**src/rtl/rom_stream_ctrl.sv**
```systemverilog
// Read sequencer: walks the ROM filter region then the ifmap region, absorbing the
// ROM's 1-cycle read latency in a 2-entry skid FIFO feeding a valid/ready stream.
module rom_stream_ctrl #(
  parameter int unsigned DATA_WIDTH = 16,
  parameter int unsigned ADDR_WIDTH = 6,
  parameter int unsigned FILT_BASE  = 49,
  parameter int unsigned FILT_LEN   = 9,
  parameter int unsigned IFMAP_BASE = 0,
  parameter int unsigned IFMAP_LEN  = 49
) (
  input  logic                  clk,
  input  logic                  rst_n,
  input  logic                  start,
  output logic                  busy,
  output logic                  done,
  output logic                  rom_read,
  output logic [ADDR_WIDTH-1:0] rom_addr,
  input  logic [DATA_WIDTH-1:0] rom_dout,
  output logic [DATA_WIDTH-1:0] out_data,
  output logic                  out_valid,
  input  logic                  out_ready,
  output logic                  out_is_filt,
  output logic                  out_last
);

  typedef enum logic [2:0] {IDLE, FILT, IFMAP, DRAIN, DONE} state_t;

  localparam logic [ADDR_WIDTH-1:0] FILT_BASE_A  = ADDR_WIDTH'(FILT_BASE);
  localparam logic [ADDR_WIDTH-1:0] IFMAP_BASE_A = ADDR_WIDTH'(IFMAP_BASE);
  localparam logic [ADDR_WIDTH-1:0] FILT_LAST    = ADDR_WIDTH'(FILT_LEN - 1);
  localparam logic [ADDR_WIDTH-1:0] IFMAP_LAST   = ADDR_WIDTH'(IFMAP_LEN - 1);

  state_t                  state_q, state_d;
  logic [ADDR_WIDTH-1:0]   addr_q, addr_d;
  logic [ADDR_WIDTH-1:0]   idx_q, idx_d;
  logic                    inflight_q, tag_filt_q, tag_last_q;
  logic [DATA_WIDTH-1:0]   data_q [2];
  logic [1:0]              filt_q, last_q;
  logic                    rd_ptr_q, wr_ptr_q;
  logic [1:0]              count_q;
  logic                    pop, push, room;

  assign out_valid   = (count_q != 2'd0);
  assign pop         = out_valid & out_ready;
  assign push        = inflight_q;
  assign out_data    = data_q[rd_ptr_q];
  assign out_is_filt = filt_q[rd_ptr_q];
  assign out_last    = last_q[rd_ptr_q];
  assign rom_addr    = addr_q;

  // Words already owed to the FIFO (stored + in flight), less the one leaving now, must stay below 2.
  assign room = ({1'b0, count_q} + {2'b00, inflight_q}) < (3'd2 + {2'b00, pop});

  always_comb begin
    state_d  = state_q;
    addr_d   = addr_q;
    idx_d    = idx_q;
    rom_read = 1'b0;
    busy     = (state_q != IDLE);
    done     = (state_q == DONE);
    case (state_q)
      IDLE: begin
        if (start) begin
          state_d = FILT;
          addr_d  = FILT_BASE_A;
          idx_d   = '0;
        end
      end
      FILT: begin
        if (room) begin
          rom_read = 1'b1;
          if (idx_q == FILT_LAST) begin
            state_d = IFMAP;
            addr_d  = IFMAP_BASE_A;
            idx_d   = '0;
          end else begin
            addr_d = addr_q + ADDR_WIDTH'(1);
            idx_d  = idx_q + ADDR_WIDTH'(1);
          end
        end
      end
      IFMAP: begin
        if (room) begin
          rom_read = 1'b1;
          if (idx_q == IFMAP_LAST) begin
            state_d = DRAIN;
          end else begin
            addr_d = addr_q + ADDR_WIDTH'(1);
            idx_d  = idx_q + ADDR_WIDTH'(1);
          end
        end
      end
      DRAIN: begin
        // The final word is the only one left once it is at the head with nothing behind it.
        if (pop && out_last && (count_q == 2'd1) && !inflight_q) state_d = DONE;
      end
      DONE:    state_d = IDLE;
      default: state_d = IDLE;
    endcase
  end

  always_ff @(posedge clk or negedge rst_n) begin
    if (!rst_n) begin
      state_q    <= IDLE;
      addr_q     <= '0;
      idx_q      <= '0;
      inflight_q <= 1'b0;
      tag_filt_q <= 1'b0;
      tag_last_q <= 1'b0;
    end else begin
      state_q    <= state_d;
      addr_q     <= addr_d;
      idx_q      <= idx_d;
      inflight_q <= rom_read;
      tag_filt_q <= (state_q == FILT);
      tag_last_q <= (state_q == IFMAP) && (idx_q == IFMAP_LAST);
    end
  end

  // rom_dout is only looked at when a read was issued last cycle; the ROM floats otherwise.
  always_ff @(posedge clk or negedge rst_n) begin
    if (!rst_n) begin
      data_q[0] <= '0;
      data_q[1] <= '0;
      filt_q    <= '0;
      last_q    <= '0;
      rd_ptr_q  <= 1'b0;
      wr_ptr_q  <= 1'b0;
      count_q   <= 2'd0;
    end else begin
      if (push) begin
        data_q[wr_ptr_q] <= rom_dout;
        filt_q[wr_ptr_q] <= tag_filt_q;
        last_q[wr_ptr_q] <= tag_last_q;
        wr_ptr_q         <= ~wr_ptr_q;
      end
      if (pop) rd_ptr_q <= ~rd_ptr_q;
      case ({push, pop})
        2'b10:   count_q <= count_q + 2'd1;
        2'b01:   count_q <= count_q - 2'd1;
        default: count_q <= count_q;
      endcase
    end
  end

endmodule

```
**config.mk**
```make
export PLATFORM = sky130hd
export DESIGN_NAME = rom_stream_ctrl
export DESIGN_NICKNAME = d
export VERILOG_FILES = /design/src/rtl/rom_stream_ctrl.sv
export SDC_FILE = /design/constraint.sdc
export NUM_CORES = 1
export LEC_CHECK = 0
export CORE_ASPECT_RATIO = 1.5
export CORE_UTILIZATION = 40
export CTS_BUF_LIST = sky130_fd_sc_hd__clkbuf_2 sky130_fd_sc_hd__clkbuf_4 sky130_fd_sc_hd__clkbuf_8
export CTS_CLUSTER_SIZE = 10
export DETAILED_ROUTE_END_ITERATION = 7
export GPL_TIMING_DRIVEN = 0
export PLACE_DENSITY = 0.72
export SLEW_MARGIN = 0
export SYNTH_ARGS = -nofsm -noshare
export SYNTH_HDL_FRONTEND = slang
export SYNTH_SLANG_ARGS = --single-unit
```
**constraint.sdc**
```tcl
create_clock -name clk -period 2.25 [get_ports clk]
set_input_delay 0.3375 -clock clk [delete_from_list [all_inputs] [get_ports clk]]
set_output_delay 0.3375 -clock clk [all_outputs]
set_load 0.1 [all_outputs]
```
==> parameters.txt, run 1 <==
Parameter                              Value

Timing
  Maximum clock frequency ... about 0.43 GHz
  Clock skew ... between 8 and 9 ps
  Pin slew with the least headroom to its limit ... 975 ps
  Worst path setup slack after routing ... -75.1 ps
  Unrepaired setup endpoints after global routing ... yes
  Max-slew violation count ... 0
  Final setup vio count ... 3
  Hold WS ... 46.2 ps
  Max transition margin ... 0.353
  Final period demand of the worst path ... about 2300 ps
  Share of the clock period used by the worst path after layout ... 1.03
  Final hold violation count ... 0

Critical path
  Worst EP required ... 1910 ps
  Flop2flop setup slack ... -20 ps
  Crit-path slowest cell ... dfrtp_1
  Reg-to-reg endpoint ... rom_addr[2]
  Crit path capture type ... output port
  Worst Setup Path Type ... reg -> out
  Largest fanout on the critical path ... 3
  Worst path cell trace ... ha_2 > or3b_4 > and2_4 > nor4_4 > buf_6
  Setup crit start kind ... flop
  Reg-to-Reg Start ... count_q[0]
  Worst stage delay on the critical path ... 400 ps
  Cell count of the worst reg-to-reg path ... 8
  Arrival @ worst endpoint ... between 1500 and 2000 ps

Drt
  Wirelength, routed ... just over 6 mm
  Initial DRC Count ... between 100 and 150
  Antenna viol nets, final ... 0
  Vias ... about 2100
  Vias/cell ... 5.15
  Number of search-and-repair iterations in the first detailed-routing pass ... 4
  Mean routed wirelength per cell ... 14.9 um
  DRC Markers ... 0

Placed design
  Port Buf Inserts ... 47
  Half-perimeter wire length after detailed placement ... 4.26 mm
  Gpl congestion ... 0.785
  Dpl cell area ... ~3600 sq um

Final layout
  Area grow syn2layout ... 30.8%
  Fraction of final layout cells sized beyond drive strength 1 ... 0.407
  Net count, final ... 334
  N_diodes ... 0
  Final Core Density ... 0.548
  Layout Cell Area excl Fill ... ~3800 sq um

Flow run
  Max cap viols ... 0

Synth
  Area of the mapped netlist ... about 3000 sq um
  Synthesized flop and latch total ... 58
  Mean Syn Cell Area ... 12.1 sq um
  Share of async-settable or async-resettable flops after synthesis ... 1.00
  Post-synthesis cell count ... roughly 240
  Share of synthesized area occupied by flip-flops and latches ... 0.496
  Post-synthesis net count ... 269
  Most used DFF post-synth ... dfrtp_1
  Number of flops mapped to enable cells by yosys ... 0
  Count of unique library cells instantiated by Yosys ... 47
  YS warnings ... 0

Global route
  First-pass GRT wire length ... 10.1 mm
  Combined global-route utilization of all metal layers ... 0.172
  Vias in the first global route ... 2142
  Pin count of the biggest net entering global routing ... 32
  Antenna violations before repair ... 0
  Sum of overflow across all layers after global routing ... 0

Floorplan
  Height of the die ... 107 um
  Num ports ... 48
  Initial Util ... 0.419
  Area of the die ... 7680 sq um
  Core ar. ... ~7000 sq um
  Site Rows ... 37
  Floorplan die width ... roughly 72 um

CTS
  Hold-fix buffers, CTS ... 0
  CTS buffer count ... 9
  Reg clk slew, reported paths ... 70 ps
  Clock root buffer master ... clkbuf_8
  Clk sink count ... 58
  Clock Path Buffers ... 2
  Htree depth ... 3
  Worst-Skew Late Latency ... 330 ps
  Clock tree from TritonCTS ... built

Hold path
  Hold WC Path Type ... in -> async

Run status
  Status ... finished, violations left
  Failing checks ... negative setup slack
worst max-delay path by stage:
stage | start | endpoint | depth (start not counted) | slack, ps
6_report | count_q[0] | rom_read | 5 | -80
5_1_grt | count_q[1] | rom_read | 6 | -160
4_1_cts | count_q[0] | rom_read | 5 | -140
3_5_place_dp | out_ready | rom_read | 5 | -930
3_3_place_gp | rst_n | rom_addr[0] | 1 | -960
2_1_floorplan | count_q[0] | rom_read | 4 | -410
repair_timing:
action | CTS | global route
gates resized for setup | 100 | 15
setup buffers | 5 | 1
pin swaps | 2 | 4
hold endpoints to repair | 0 | 0
endpoints found under the setup margin | 34 | 18
cells in the final DEF, fill, tap and decap left out, drive strengths merged, types with 3 or more instances in the layout:
cell type,netlist,routed
inv,9,9
nor2b,6,6
nand2,10,10
mux2,54,54
or3,3,3
clkdlybuf4s15,0,9
dlygate4sd2,0,3
o21ai,7,7
dfrtp,58,58
ha,7,7
nand3,5,5
nor2,9,9
a21o,3,3
nor3,7,7
a21oi,9,9
o21bai,3,3
buf,6,25
nand2b,4,4
a22o,5,5
clkdlybuf4s50,0,19
clkbuf,5,18
xnor2,3,3
cell usage after synthesis, types with 7 or more instances:
| cell type | number | area share |
|---|---|---|
| inv_1 | 9 | 0.012 |
| o21ai_0 | 7 | 0.012 |
| nor2_1 | 9 | 0.012 |
| nand2_1 | 9 | 0.012 |
| nor3_1 | 7 | 0.012 |
| dfrtp_1 | 58 | 0.50 |
| mux2_2 | 54 | 0.21 |
| a21oi_1 | 9 | 0.015 |
| ha_1 | 7 | 0.030 |
stage by stage:
step           setup TNS, ps  setup WS [ps]  cells
5_1_grt                 -490           -163    409
3_3_place_gp          -62400           -956    386
6_report               -95.2          -75.1    409
4_1_cts                 -343           -138    408
2_1_floorplan           -742           -412    242
3_5_place_dp           -7400           -928    387
registers in the layout, indices dropped and copies added (netlist names):
| signal | cells |
|---|---|
| filt_q | 2 |
| state_q | 3 |
| count_q | 2 |
| inflight_q | 1 |
| idx_q | 6 |
| wr_ptr_q | 1 |
| tag_filt_q | 1 |
| rom_addr | 6 |
| data_q | 32 |
| last_q | 2 |
| rd_ptr_q | 1 |
| tag_last_q | 1 |
worst max-delay path, delay by kind of cell, from the launching register on:
family	cells	cell delay, ps
DFF	1	400
buffers and inverters	1	270
and+or+nand+nor	3	700
adders and majority gates	1	290
logic make-up (layout without fill, tap and decap cells):
family          count (synthesis)  after routing  synth area share
simple gates                   58             58             0.113
mux                            54             54             0.208
compound gates                 38             38             0.101
xor+xnor                        5              5            0.0150
flops                          58             58             0.496
fa+ha+maj                       9              9            0.0367
buf+inv                        20             90            0.0308
layout make-up:
cell class                 count  area (sq um)
buffer                        11          58.8
clock buffer                  11           145
clock inverter                 5          77.6
fill                         606          3160
inverter                       9          33.8
multi-input combinational    164          1450
sequential                    58          1450
tap                           97           121
timing repair buffer          54           492
routing by layer:
layer  wire length, um  GRT usage
met5                 0          0
met4               182     0.0826
met3               264     0.0451
met2              3150      0.291
met1              2500      0.200
Power of run 1 is left out: the tool's default activity adds up to more than one toggle a clock period on the data nets, which glitch-free logic cannot reach.
==> run 2: changes to the inputs <==
--- a/config.mk
+++ b/config.mk
@@ -5,6 +5,7 @@
 export SDC_FILE = /design/constraint.sdc
 export NUM_CORES = 1
 export LEC_CHECK = 0
+export CAP_MARGIN = 20
 export CORE_ASPECT_RATIO = 1.5
 export CORE_UTILIZATION = 40
 export CTS_BUF_LIST = sky130_fd_sc_hd__clkbuf_2 sky130_fd_sc_hd__clkbuf_4 sky130_fd_sc_hd__clkbuf_8
==> results of run 2 <==
Final layout, timing and power as in run 1 (identical DEF).
Power of run 2 is left out for the same reason.
==> run 3: changes to the inputs <==
--- a/config.mk
+++ b/config.mk
@@ -13,6 +13,7 @@
 export DETAILED_ROUTE_END_ITERATION = 7
 export GPL_TIMING_DRIVEN = 0
 export PLACE_DENSITY = 0.72
+export RECOVER_POWER = 25
 export SLEW_MARGIN = 0
 export SYNTH_ARGS = -nofsm -noshare
 export SYNTH_HDL_FRONTEND = slang
==> parameters.txt, run 3 (synthesized netlist as in run 1, its figures left out) <==
Parameter                              Value

Global route
  Pin count of the biggest net entering global routing ... 32 (unchanged)
  First-pass GRT wire length ... 10.1 mm (unchanged)
  Vias in the first global route ... 2142 (unchanged)
  Antenna violations before repair ... 0 (unchanged)
  Combined global-route utilization of all metal layers ... 0.172 (unchanged)
  Sum of overflow across all layers after global routing ... 0 (unchanged)

Flow run
  Max cap viols ... 1 (+1)

CTS
  Clock root buffer master ... clkbuf_8
  Clock Path Buffers ... 2 (unchanged)
  Htree depth ... 3 (unchanged)
  Reg clk slew, reported paths ... 70 ps (about the same)
  Worst-Skew Late Latency ... 330 ps (about the same)
  Clock tree from TritonCTS ... built
  CTS buffer count ... 9 (unchanged)
  Hold-fix buffers, CTS ... 0 (unchanged)
  Clk sink count ... 58 (unchanged)

Drt
  Wirelength, routed ... 6.09 mm (about the same)
  Highest metal used ... met4
  Number of search-and-repair iterations in the first detailed-routing pass ... 4 (unchanged)
  DRC Markers ... 0 (unchanged)
  Mean routed wirelength per cell ... 14.9 um (about the same)
  Vias ... 2106 (unchanged)
  Antenna viol nets, final ... 0 (unchanged)
  Detail Route met3 WL ... 263 um (-0.38%)
  Routed length on met2 ... 3.15 mm (about the same)
  Length of routed wiring on met1 ... 2.50 mm (+0.20%)
  Initial DRC Count ... 104 (-0.95%)
  Vias/cell ... 5.15 (unchanged)

Critical path
  Setup crit start kind ... flop
  Crit path capture type ... output port
  Arrival @ worst endpoint ... 1990 ps (about the same)
  Crit-path slowest cell ... dfrtp_1
  Reg-to-Reg Start ... count_q[0]
  Launch point of the critical path ... count_q[0]
  Worst stage delay on the critical path ... 400 ps (about the same)
  Largest fanout on the critical path ... 3 (unchanged)
  Worst Setup Path Type ... reg -> out
  Worst EP required ... 1910 ps (about the same)
  Worst path cell trace ... ha_2 > or3b_4 > and2_4 > nor4_4 > buf_6

Final layout
  Top register by number of flip-flops ... data_q
  Net count, final ... 334 (unchanged)
  Fraction of final layout cells sized beyond drive strength 1 ... 0.404 (-0.00321)
  Final Non-Filler Cells ... 409 (unchanged)
  Max FFs per register ... 32 (unchanged)
  Most common cell after layout, fill and taps aside ... dfrtp_1
  Layout filler cell count ... 607 (+0.17%)
  Area grow syn2layout ... 30.2%
  Most frequent cells in the layout ... dfrtp_1, mux2_2, clkdlybuf4s50_1, buf_2, clkbuf_8
  N_diodes ... 0 (unchanged)

Run status
  Status ... finished, violations left
  Failing checks ... max-capacitance violations, max-slew violations, negative setup slack

Placed design
  Half-perimeter wire length after detailed placement ... 4.26 mm (unchanged)
  Gpl congestion ... 0.785 (unchanged)
  Port Buf Inserts ... 47 (unchanged)
  Cell total after placement ... 387 (unchanged)

Timing
  Clock skew ... 8.38 ps (+0.0211 ps)
  Max transition margin ... -0.0674 (-0.420)
  Max-slew violation count ... 32 (+32)
  Final period demand of the worst path ... 2330 ps (-0.0337 ps)
  Worst path setup slack after routing ... -75.1 ps (+0.0337 ps)
  Final hold violation count ... 0 (unchanged)
  Pin slew with the least headroom to its limit ... 1600 ps (+626 ps)
  Maximum clock frequency ... 0.430 GHz (about the same)
  Unrepaired setup endpoints after global routing ... yes
  Final setup vio count ... 3 (unchanged)
  Share of the clock period used by the worst path after layout ... 1.03 (about the same)

Hold path
  Hold WC Path Type ... in -> async

Floorplan
  Site Rows ... 37 (unchanged)
  Num ports ... 48 (unchanged)
  Area of the die ... 7680 sq um (unchanged)
  Initial Util ... 0.419 (unchanged)
  Height of the die ... 107 um (unchanged)
  Core ar. ... 6990 sq um (unchanged)
  Floorplan die width ... 71.9 um (unchanged)
==> run 3: changes by cell type in the layout (fill, tap and decap cells not counted), sizes merged <==
cell	delta
clkbuf	+2
buf	-2
==> run 3: layer usage <==
metal  global-route usage  vias up
li1                     -     1000
met1                0.200     1017
met2                0.291       68
met3               0.0451       21
met4               0.0826        0
met5                    0        -
==> run 3: worst max-delay path: cells and delay by family, from the launching register on <==
family                   cells  cell delay (ps)
adder cells (fa/ha/maj)      1              290
AND/OR/NAND/NOR              3              700
buffers and inverters        1              270
flip-flops                   1              400
==> run 3: final cells by class <==
cell class | instances | area (sq um) | share of cell area
sequential | 58 | 1450 | 0.380
clock buffer | 11 | 145 | 0.0380
timing repair buffer | 54 | 475 | 0.125
clock inverter | 5 | 77.6 | 0.0203
tap | 97 | 121 | 0.0318
buffer | 11 | 58.8 | 0.0154
multi-input combinational | 164 | 1450 | 0.380
inverter | 9 | 33.8 | 0.00886
==> run 3: path summary, 6_finish.rpt <==
check,endpoint,slack (ps),cells after the start
worst max-delay path,rom_read,-80,5
worst min-delay path,data_q[7],400,1
worst max register to register,rom_addr[2],-20,8
worst min register to register,wr_ptr_q,490,1
max in group asynchronous,data_q[28],400,2
min in group clk,wr_ptr_q,490,1
==> run 3: timing repair <==
action                                  in CTS  in global routing
buffers inserted                             5                  1
pin swaps                                    2                  4
endpoints found under the setup margin      34                 18
gates resized for setup                    100                 15
==> run 3: stage by stage <==
step	TNS [ps]	cell area [sq um]	hold slack, ps	util	setup WS [ps]
after floorplan	-742	2950	41.9	-	-412
after global placement	-62400	3550	477	0.507	-956
after detailed placement	-7400	3560	426	0.509	-928
after CTS	-343	3800	62.6	0.543	-138
after global routing	-615	3810	512	0.546	-163
final	-95.1	3810	395	0.546	-75.1
Power of run 3 is left out for the same reason.
